## config.mk

```make
export PLATFORM = sky130hd
export DESIGN_NAME = fpga_mmio_arb
export DESIGN_NICKNAME = d
export VERILOG_FILES = /design/src/rtl/lotr_pkg.sv /design/src/rtl/fpga_mmio_arb_tag_fifo.sv /design/src/rtl/fpga_mmio_arb.sv
export SDC_FILE = /design/constraint.sdc
export NUM_CORES = 1
export LEC_CHECK = 0
export CORE_AREA = 2 2 186 188
export DETAILED_ROUTE_END_ITERATION = 8
export DIE_AREA = 0 0 188 190
export SYNTH_ARGS = -nofsm -noshare
export SYNTH_HDL_FRONTEND = slang
export SYNTH_SLANG_ARGS = --single-unit
```

## constraint.sdc

```tcl
create_clock -name CLK_50 -period 3.7 [get_ports CLK_50]
set_input_delay 0.74 -clock CLK_50 [delete_from_list [all_inputs] [get_ports CLK_50]]
set_output_delay 0.74 -clock CLK_50 [all_outputs]
set_load 0.02 [all_outputs]
```

## src/rtl/lotr_pkg.sv

```systemverilog
// lotr_pkg: shared opcode, MMIO arbiter constants and request struct
package lotr_pkg;
  typedef enum logic [1:0] {RD = 2'd0, WR = 2'd1, RD_RSP = 2'd2} t_opcode;
  localparam int MMIO_NUM_REQ = 4;
  localparam int MMIO_TAG_DEPTH = 4;
  typedef struct packed {
    logic valid;
    t_opcode opcode;
    logic [31:0] address;
    logic [31:0] data;
  } t_mmio_req;
endpackage

```

## src/rtl/fpga_mmio_arb_tag_fifo.sv

```systemverilog
// fpga_mmio_arb_tag_fifo: in-order FIFO of requester ids for outstanding MMIO requests
module fpga_mmio_arb_tag_fifo #(
  parameter int W = 2,
  parameter int DEPTH = 4
) (
  input  logic                     clk,
  input  logic                     rst,
  input  logic                     push,
  input  logic                     pop,
  input  logic [W-1:0]             din,
  output logic [W-1:0]             head,
  output logic [$clog2(DEPTH):0]   count,
  output logic                     empty,
  output logic                     full
);
  localparam int AW = $clog2(DEPTH);
  logic [W-1:0] mem [DEPTH];
  logic [AW-1:0] rd_ptr, wr_ptr;
  always_ff @(posedge clk) begin
    if (rst) begin
      rd_ptr <= '0;
      wr_ptr <= '0;
      count <= '0;
    end else begin
      wr_ptr <= push ? wr_ptr + 1'b1 : wr_ptr;
      rd_ptr <= pop ? rd_ptr + 1'b1 : rd_ptr;
      count <= count + (AW+1)'(push) - (AW+1)'(pop);
    end
  end
  always_ff @(posedge clk) if (push) mem[wr_ptr] <= din;
  assign head = mem[rd_ptr];
  assign empty = count == '0;
  assign full = count == (AW+1)'(DEPTH);
endmodule

```

## src/rtl/fpga_mmio_arb.sv

```systemverilog
// fpga_mmio_arb: round-robin arbiter sharing one MMIO port with in-order response steering
module fpga_mmio_arb
  import lotr_pkg::*;
#(
  parameter int NUM_REQ = MMIO_NUM_REQ,
  parameter int TAG_DEPTH = MMIO_TAG_DEPTH
) (
  input  logic               CLK_50,
  input  logic               RstQnnnH,
  input  logic [NUM_REQ-1:0] Req_Valid,
  input  t_opcode            Req_Opcode [NUM_REQ],
  input  logic [31:0]        Req_Address [NUM_REQ],
  input  logic [31:0]        Req_Data [NUM_REQ],
  output logic [NUM_REQ-1:0] Req_Ready,
  output logic               Mmio_ReqValid,
  output t_opcode            Mmio_ReqOpcode,
  output logic [31:0]        Mmio_ReqAddress,
  output logic [31:0]        Mmio_ReqData,
  input  logic               Mmio_RspValid,
  input  t_opcode            Mmio_RspOpcode,
  input  logic [31:0]        Mmio_RspAddress,
  input  logic [31:0]        Mmio_RspData,
  output logic [NUM_REQ-1:0] Rsp_Valid,
  output t_opcode            Rsp_Opcode,
  output logic [31:0]        Rsp_Address,
  output logic [31:0]        Rsp_Data,
  output logic               ErrUnexpRsp
);
  localparam int IW = $clog2(NUM_REQ);
  localparam int CW = $clog2(TAG_DEPTH) + 1;
  logic [IW-1:0] last_grant, gidx, idx, head;
  logic [CW-1:0] count;
  logic empty, full, pop, accept;
  t_mmio_req req_q;
  fpga_mmio_arb_tag_fifo #(.W(IW), .DEPTH(TAG_DEPTH)) u_fifo (
    .clk(CLK_50),
    .rst(RstQnnnH),
    .push(accept),
    .pop(pop),
    .din(gidx),
    .head(head),
    .count(count),
    .empty(empty),
    .full(full)
  );
  assign pop = Mmio_RspValid & (count != '0);
  assign accept = |Req_Valid & (~full | pop);
  always_comb begin
    gidx = last_grant;
    idx = '0;
    for (int k = NUM_REQ; k >= 1; k--) begin
      idx = IW'((int'(last_grant) + k) % NUM_REQ);
      gidx = Req_Valid[idx] ? idx : gidx;
    end
  end
  assign Req_Ready = accept ? NUM_REQ'(1) << gidx : '0;
  always_ff @(posedge CLK_50) begin
    if (RstQnnnH) begin
      req_q <= '0;
      last_grant <= IW'(NUM_REQ - 1);
      Rsp_Valid <= '0;
      Rsp_Opcode <= RD;
      Rsp_Address <= '0;
      Rsp_Data <= '0;
      ErrUnexpRsp <= 1'b0;
    end else begin
      req_q.valid <= accept;
      if (accept) begin
        req_q.opcode <= Req_Opcode[gidx];
        req_q.address <= Req_Address[gidx];
        req_q.data <= Req_Data[gidx];
        last_grant <= gidx;
      end
      Rsp_Valid <= pop ? NUM_REQ'(1) << head : '0;
      if (pop) begin
        Rsp_Opcode <= Mmio_RspOpcode;
        Rsp_Address <= Mmio_RspAddress;
        Rsp_Data <= Mmio_RspData;
      end
      ErrUnexpRsp <= ErrUnexpRsp | (Mmio_RspValid & empty);
    end
  end
  assign Mmio_ReqValid = req_q.valid;
  assign Mmio_ReqOpcode = req_q.opcode;
  assign Mmio_ReqAddress = req_q.address;
  assign Mmio_ReqData = req_q.data;
endmodule

```

==> results list, run 1 <==
- Number of clock sinks: 157
* Warnings, synthesis: 0
- The net count of the finished layout is 1611.
- The finished layout holds 1739 standard cells, fillers aside.
- Most common cell in the synthesized netlist: sky130_fd_sc_hd__nand2_1
* Wirelength, routed: 30800 um
- Root cell of the clock tree: sky130_fd_sc_hd__clkbuf_16
- The number of placed instances, taps included, is 1704.
* Via count normalized by instance count: 4.53
* Leading cell types by total area after synthesis: sky130_fd_sc_hd__dfxtp_1 (41%), sky130_fd_sc_hd__nand2_1 (11%), sky130_fd_sc_hd__mux2i_1 (9.2%)
- Number of DRC markers after the initial detailed-route iteration: 295
* Row count: 68
- In this run the vertical extent of the chip is 190 um.
* CTS H-Tree Depth: 4
- Number of unique standard cell types used by synthesis: 39
- Post-route DRC violation count: 0
- Critical Path Start Type: input pin
* Filler cell count in the final layout: 3369
- RSZ-0062 raised after global routing: false
* Total global routing track utilization: 0.166
* Cell type with the highest aggregate area in the netlist: sky130_fd_sc_hd__dfxtp_1
- Clock tree from TritonCTS: yes
- STA puts the critical path data required time at 2.96 ns.
- In this design, the critical path's most frequently occurring cell is sky130_fd_sc_hd__clkdlybuf4s50_1.
* Worst-skew pair later-pin latency: 0.43 ns
- For this design the top-level I/O count stands at 479.
- Yosys mapped a number of flops with a built-in enable equal to 8.
- For this run, the register share of the synthesized area comes to 0.447.
- Post-synthesis area per instance: 8.64 um2
* Number of instances in the synthesized netlist: 835
* Reg area: 3220 um2
- Wirelength per Cell: 17.7 um
- The detail route stage leaves a number of antenna-violating nets equal to 0.
- Hold WC Path Type: reg2reg
- Sorting the synthesized cells by how often they occur yields sky130_fd_sc_hd__nand2_1 (204), sky130_fd_sc_hd__dfxtp_1 (149), sky130_fd_sc_hd__nand3_1 (132), sky130_fd_sc_hd__a21oi_1 (69).
- Final worst path period need: 3.55 ns
* Chip width: 188 um
- Headroom to the max-slew limit came out at 0.396.
* Initial antenna violation count: 4
* Slew at the pin closest to its max-slew limit: 0.906 ns
- In this run the tool buffered the top-level ports with 478 buffer cells.
* Core Region: 33900 um2
* Highest clock frequency the design can meet: 282 MHz
- Wire length of the first global-routing pass: 45400 um
- The share of synthesized area in the top cell type comes to 0.414.
* Setup Crit Path Kind: in2out
- Status: finished, final reports clean
- Synthesis inferred 157 register bits.
- Across all register-to-register paths, the minimum setup slack is 1.16 ns.
- Total number of vias: 7874
- Number of buffers created by CTS: 17
- RePlAce Congestion: 0.841
- The final-report max-slew violation count was 0.
- Critical path cell sequence: clkdlybuf4s50_1 -> nor2b_1 -> o21ba_1 -> a221oi_4 -> inv_2 -> nor3_1 -> clkdlybuf4s50_1
* Worst clock skew: 0.00918 ns
- Max-cap check violation count: 0
- Pin count of the biggest net entering global routing: 133
- Number of global-route vias before repair: 8014
- Ys flop type: sky130_fd_sc_hd__dfxtp_1
- Worst Setup End Kind: output port
* Clock transition at path regs: 0.06 ns
* Area of the multi-input gates: 3500 um2
- Ratio of cells with drive above 1 in the final layout: 0.0437
- Dividing the final minimum period by the clock period gives 0.960.
- STA puts the critical path data arrival time at 2.81 ns.
- Slowest-stage cell, CP: sky130_fd_sc_hd__clkdlybuf4s50_1
* Top cell family by delay on the critical path: buffers and inverters
- Syn_nets: 1178
- Post-CTS Setup Bufs: 0
* Post-route worst hold slack: 0.453 ns
- CP peak stage delay: 0.64 ns
* Die Outline Area: 35700 um2
- The pre-antenna-repair detailed-routing pass consisted of 5 iterations.
* Number of endpoints failing setup at the final stage: 0
- In this run the cell area of the synthesized design comes to 7210 um2.
* CP bufs+invs: 3
- Area grow syn2layout: 77.8%
- The initial utilization of the core area, before any placement, comes to 0.212.
* Final total negative setup slack: 0 ns
- Worst vdd ir: 307 uV
- Critical-path maximum fanout: 5
- In this run the deepest clock path goes through 2 buffers.
- Count of endpoints failing hold in the final timing report: 0
- Once detailed placement completed, the half-perimeter wirelength came to 22800 um.
* FFs w/ async S/R, synth: 0
- Power per unit of standard cell area: 540 nW/um2
- For this run the aggregate overflow at the end of global routing stands at 0.
* Leakage: 0.00470 uW
==> sequential cells by signal (all words and copies together), names as in the netlist, named ones only <==
signal and count:
Mmio_ReqAddress 32, Mmio_ReqData 32, Rsp_Address 32, Rsp_Data 32, u_fifo.mem 8, Rsp_Valid 4, u_fifo.count 3, Mmio_ReqOpcode 2
Rsp_Opcode 2, last_grant 2, u_fifo.rd_ptr 2, u_fifo.wr_ptr 2, ErrUnexpRsp 1, Mmio_ReqValid 1
==> placed cells by master (no fill, tap or decap), drive strengths merged, types with 2 or more instances in the layout <==
| cell | count |
|---|---|
| clkdlybuf4s50 | 476 |
| nand2 | 204 |
| dfxtp | 149 |
| nand3 | 132 |
| a21oi | 69 |
| mux2i | 66 |
| o2111ai | 66 |
| clkbuf | 21 |
| buf | 14 |
| nor2 | 10 |
| inv | 9 |
| edfxtp | 8 |
| nor3 | 6 |
| clkinv | 6 |
| ha | 5 |
| nor2b | 5 |
| and2 | 4 |
| xnor2 | 4 |
| diode | 3 |
| o21ai | 3 |
| nor4b | 3 |
| mux4 | 2 |
| clkinvlp | 2 |
| bufinv | 2 |
| nor4 | 2 |
| nand2b | 2 |
==> routing by layer <==
layer  GRT usage  part of all wire
met5           0           0.00042
met4      0.0715             0.027
met3      0.0612             0.084
met2       0.301              0.51
met1       0.172              0.38
==> through the flow <==
step / worst slack, ns / utilization / cell area [um2] / power, uW
after floorplan: 0.777 / - / 7210 / 3890
after global placement: 0.156 / 0.361 / 12200 / 5200
after detailed placement: 0.135 / 0.361 / 12200 / 5230
after CTS: 0.135 / 0.377 / 12800 / 7010
after global routing: 0.0152 / 0.378 / 12800 / 7300
final: 0.148 / 0.378 / 12800 / 6920
==> report_power, final <==
group | switching (uW) | internal [uW] | total (uW)
combinational | 1510 | 1340 | 2850
sequential | 224 | 2100 | 2320
clock | 737 | 1010 | 1750
==> repair_timing <==
action,in CTS,in global routing
resized for setup,0,1
setup endpoints to repair,0,1
hold buffers,0,0
==> layout make-up <==
class / instances / share of cell area
Clock buffer: 21 / 0.0351
Multi-Input combinational cell: 593 / 0.273
Sequential cell: 157 / 0.251
Tap cell: 455 / 0.0444
Clock inverter: 11 / 0.00917
Antenna cell: 3 / 0.000585
Inverter: 8 / 0.00234
Timing Repair Buffer: 491 / 0.384
==> path summary, 6_finish.rpt <==
path | from | cells after the start | endpoint
worst min register to register | Rsp_Data[7] | 2 | Rsp_Data[7]
worst max-delay path | Req_Valid[1] | 7 | Req_Ready[0]
worst max register to register | last_grant[0] | 6 | Mmio_ReqAddress[22]
worst min-delay path | Rsp_Data[7] | 2 | Rsp_Data[7]
==> worst reg2reg max path, stage by stage, from the launching register on <==
cell	delay, ns
sky130_fd_sc_hd__dfxtp_1	0.42
sky130_fd_sc_hd__nand2b_1	0.15
sky130_fd_sc_hd__o21ai_0	0.15
sky130_fd_sc_hd__a221oi_4	0.42
sky130_fd_sc_hd__buf_12	0.50
sky130_fd_sc_hd__mux2i_1	0.65
sky130_fd_sc_hd__o2111ai_1	0.14
==> cells by family after synthesis <==
| family | after synthesis | share of synthesized area |
|---|---|---|
| flops | 157 | 0.447 |
| simple gates | 371 | 0.229 |
| fa+ha+maj | 6 | 0.0115 |
| buf+inv | 85 | 0.0722 |
| mux | 68 | 0.0978 |
| xor+xnor | 5 | 0.00607 |
| compound gates | 143 | 0.137 |
Note: power is estimated with default switching activity, not from simulation.
==> inputs of run 2 (changes only) <==
--- a/config.mk
+++ b/config.mk
@@ -5,9 +5,13 @@
 export SDC_FILE = /design/constraint.sdc
 export NUM_CORES = 1
 export LEC_CHECK = 0
-export CORE_AREA = 2 2 186 188
+export CELL_PAD_IN_SITES_DETAIL_PLACEMENT = 1
+export CELL_PAD_IN_SITES_GLOBAL_PLACEMENT = 1
+export CORE_AREA = 2 2 187 189
+export CTS_CLUSTER_DIAMETER = 50
 export DETAILED_ROUTE_END_ITERATION = 8
-export DIE_AREA = 0 0 188 190
+export DIE_AREA = 0 0 189 191
+export PLACE_DENSITY_LB_ADDON = 0.1
 export SYNTH_ARGS = -nofsm -noshare
 export SYNTH_HDL_FRONTEND = slang
 export SYNTH_SLANG_ARGS = --single-unit
==> run 2 against run 1 <==
Design area up 1.0%; power up 3.0%; routed wire length up 12%; setup slack worse by 0.038 ns; clock skew up 0.00051 ns; first-iteration DRC count down 39%; sequential share of layout area down 0.25 points; die area up 1.1%; critical path type unchanged; highest routed layer unchanged.
==> results list, run 2 (synthesized netlist as in run 1, its figures left out) <==
- The slack of the worst reg-to-reg path was 1.26 ns (was 1.16 ns).
* Slowest-stage cell, CP: sky130_fd_sc_hd__clkdlybuf4s50_1 (unchanged)
- CP peak stage delay: 0.64 ns (about the same)
- The post-CTS setup-driven buffer insertion count came to 0 (unchanged).
- The type of the most critical hold path is reg2reg (unchanged).
- Status: finished, final reports clean (unchanged).
* Initial antenna violation count: 6 (was 4)
* Number of gates resized after cts: 0 (unchanged)
- Power per unit of standard cell area: 550 nW/um2 (was 540 nW/um2)
- The weighted congestion at the end of routability-driven global placement was 0.772 (was 0.841).
- Required time at the worst-slack endpoint: 2.96 ns (about the same)
- The global router's overall resource usage is 0.185 (was 0.166).
* Number of clock sinks: 157 (unchanged)
- Clock transition at path regs: 0.06 ns (about the same)
- Power, Total: 7130 uW (was 6920 uW)
- Critical-path maximum fanout: 4 (was 5)
- The total of hold buffers inserted after clock tree synthesis came to 0 (unchanged).
- The most frequent standard cell in the layout excluding fill and tap cells is sky130_fd_sc_hd__clkdlybuf4s50_1 (unchanged).
- The pin count of the biggest net entering global routing came to 125 (was 133).
- The iteration-0 DRC count of the detailed router came to 181 (was 295).
- The horizontal die dimension was 189 um (was 188 um).
- The kind of critical path is in2out (unchanged).
- The upper clock frequency limit came to 279 MHz (was 282 MHz).
- The number of max-capacitance violations reported came to 0 (unchanged).
- The number of primary I/O pins is 479 (unchanged).
* Critical Path Start Type: input pin (unchanged)
* RSZ-0062 raised after global routing: false (unchanged)
- Wire length of the first global-routing pass: 50100 um (was 45400 um)
- Arrival time at the worst endpoint: 2.85 ns (was 2.81 ns)
- The static leakage came to 0.00475 uW (was 0.00470 uW).
* Fin nets: 1620 (was 1611)
* Core Region: 34100 um2 (was 33900 um2)
- The number of global-route vias before repair is 8101 (was 8014).
- Slew at the pin closest to its max-slew limit: 0.930 ns (was 0.906 ns)
- Post-route fraction of the period consumed by the critical path: 0.970 (was 0.960)
* Clock tree from TritonCTS: yes (unchanged)
* Most frequent cells in the layout: sky130_fd_sc_hd__clkdlybuf4s50_1 (477), sky130_fd_sc_hd__nand2_1 (203), sky130_fd_sc_hd__dfxtp_1 (149) (was sky130_fd_sc_hd__clkdlybuf4s50_1 (476), sky130_fd_sc_hd__nand2_1 (203), sky130_fd_sc_hd__dfxtp_1 (149))
- Worst-skew pair later-pin latency: 0.45 ns (was 0.43 ns)
- The die height came to 191 um (was 190 um).
- Global route overflow: 0 (unchanged)
* Count of endpoints failing hold in the final timing report: 0 (unchanged)
- The total wire length came to 34500 um (was 30800 um).
- Worst clock skew: 0.00969 ns (was 0.00918 ns)
- The via total after detailed routing is 7842 (was 7874).
* Wirelength per Cell: 19.7 um (was 17.7 um)
* Number of buffers created by CTS: 17 (unchanged)
- The area of the die was 36100 um2 (was 35700 um2).
- The starting utilization of the core area came to 0.211 (was 0.212).
* Tightest slew margin relative to the limit: 0.380 (was 0.396)
- Pre-antenna DRT Iters: 4 (was 5)
* Worst vdd ir: 321 uV (was 307 uV)
- The share of post-route cells with drive strength above 1 is 0.0527 (was 0.0437).
- The final setup violation count came to 0 (unchanged).
* Critical path cell sequence: clkdlybuf4s50_1 -> nor2b_1 -> o21ba_1 -> a221oi_4 -> inv_2 -> nor3_1 -> clkdlybuf4s50_1 (unchanged)
* CTS H-Tree Depth: 4 (unchanged)
* Count of nets left with antenna violations after detail routing: 0 (unchanged)
- Cell type with the highest occurrence count on the critical path: sky130_fd_sc_hd__clkdlybuf4s50_1 (unchanged)
- Via count normalized by instance count: 4.48 (was 4.53)
- The clock root buffer master was sky130_fd_sc_hd__clkbuf_16 (unchanged).
* Area grow syn2layout: 79.6% (was 77.8%)
- The cell row count is 68 (unchanged).
* Number of pins exceeding their max-slew limit in the final report: 0 (unchanged)
* Final worst path period need: 3.59 ns (was 3.55 ns)
- The element type at the critical path end was an output port (unchanged).
* Final total negative setup slack: 0 ns (unchanged)
- The largest buffer count on any clock path came to 2 (unchanged).
- The quantity of I/O buffers inserted on ports came to 478 (unchanged).
- The half-perimeter wire length of the detailed placement result was 25800 um (was 22800 um).
- Post-route DRC violation count: 0 (unchanged)
[run 2: cell types whose count changed in the layout (fill, tap and decap cells not counted), sizes merged, moves of 2 or more]
cell / before / now
buf: 14 / 23
clkinv: 6 / 4
clkbuf: 21 / 19
inv: 9 / 14
[run 2: final cells by class]
class	instances	area [um2]
fill	3952	21200
timing repair buffer	500	5010
multi-input combinational	593	3500
sequential	157	3220
tap	455	569
clock buffer	19	464
clock inverter	13	153
inverter	8	30.0
antenna	4	10.0
[run 2: stage by stage]
| step | hold WS (ns) | area, um2 | cells | util | worst slack (ns) |
|---|---|---|---|---|---|
| 4_1_cts | 0.457 | 12900 | 1745 | 0.379 | 0.0812 |
| 3_3_place_gp | 0.442 | 12300 | 1713 | 0.361 | 0.133 |
| 6_report | 0.455 | 13000 | 1749 | 0.380 | 0.110 |
| 2_1_floorplan | 0.469 | 7210 | 835 | - | 0.777 |
| 5_1_grt | 0.473 | 12900 | 1747 | 0.380 | 0.00830 |
| 3_5_place_dp | 0.447 | 12300 | 1713 | 0.361 | 0.103 |
[run 2: power by group]
group / switching, uW / internal (uW)
clock network: 821 / 1070
registers: 202 / 2100
logic: 1570 / 1370
[run 2: worst max-delay path: cells and delay by family]
family | cells | cell delay, ns
AND/OR/NAND/NOR | 2 | 0.36
AO/OA/AOI/OAI | 2 | 0.54
buffers and inverters | 3 | 1.21
[run 2: path summary, 6_finish.rpt]
| check | from | cells past startpoint | endpoint |
|---|---|---|---|
| min | Rsp_Data[20] | 2 | Rsp_Data[20] |
| max reg2reg | last_grant[0] | 6 | Mmio_ReqData[15] |
| max | Req_Valid[1] | 7 | Req_Ready[2] |
| min reg2reg | Rsp_Data[20] | 2 | Rsp_Data[20] |
[run 2: routing by layer]
metal / global-route usage / up-vias / part of all wire
met5: 0 / - / 0.00098
met4: 0.0439 / 6 / 0.010
met3: 0.0821 / 28 / 0.092
met2: 0.333 / 279 / 0.51
met1: 0.198 / 3675 / 0.39
li1: - / 3854 / -
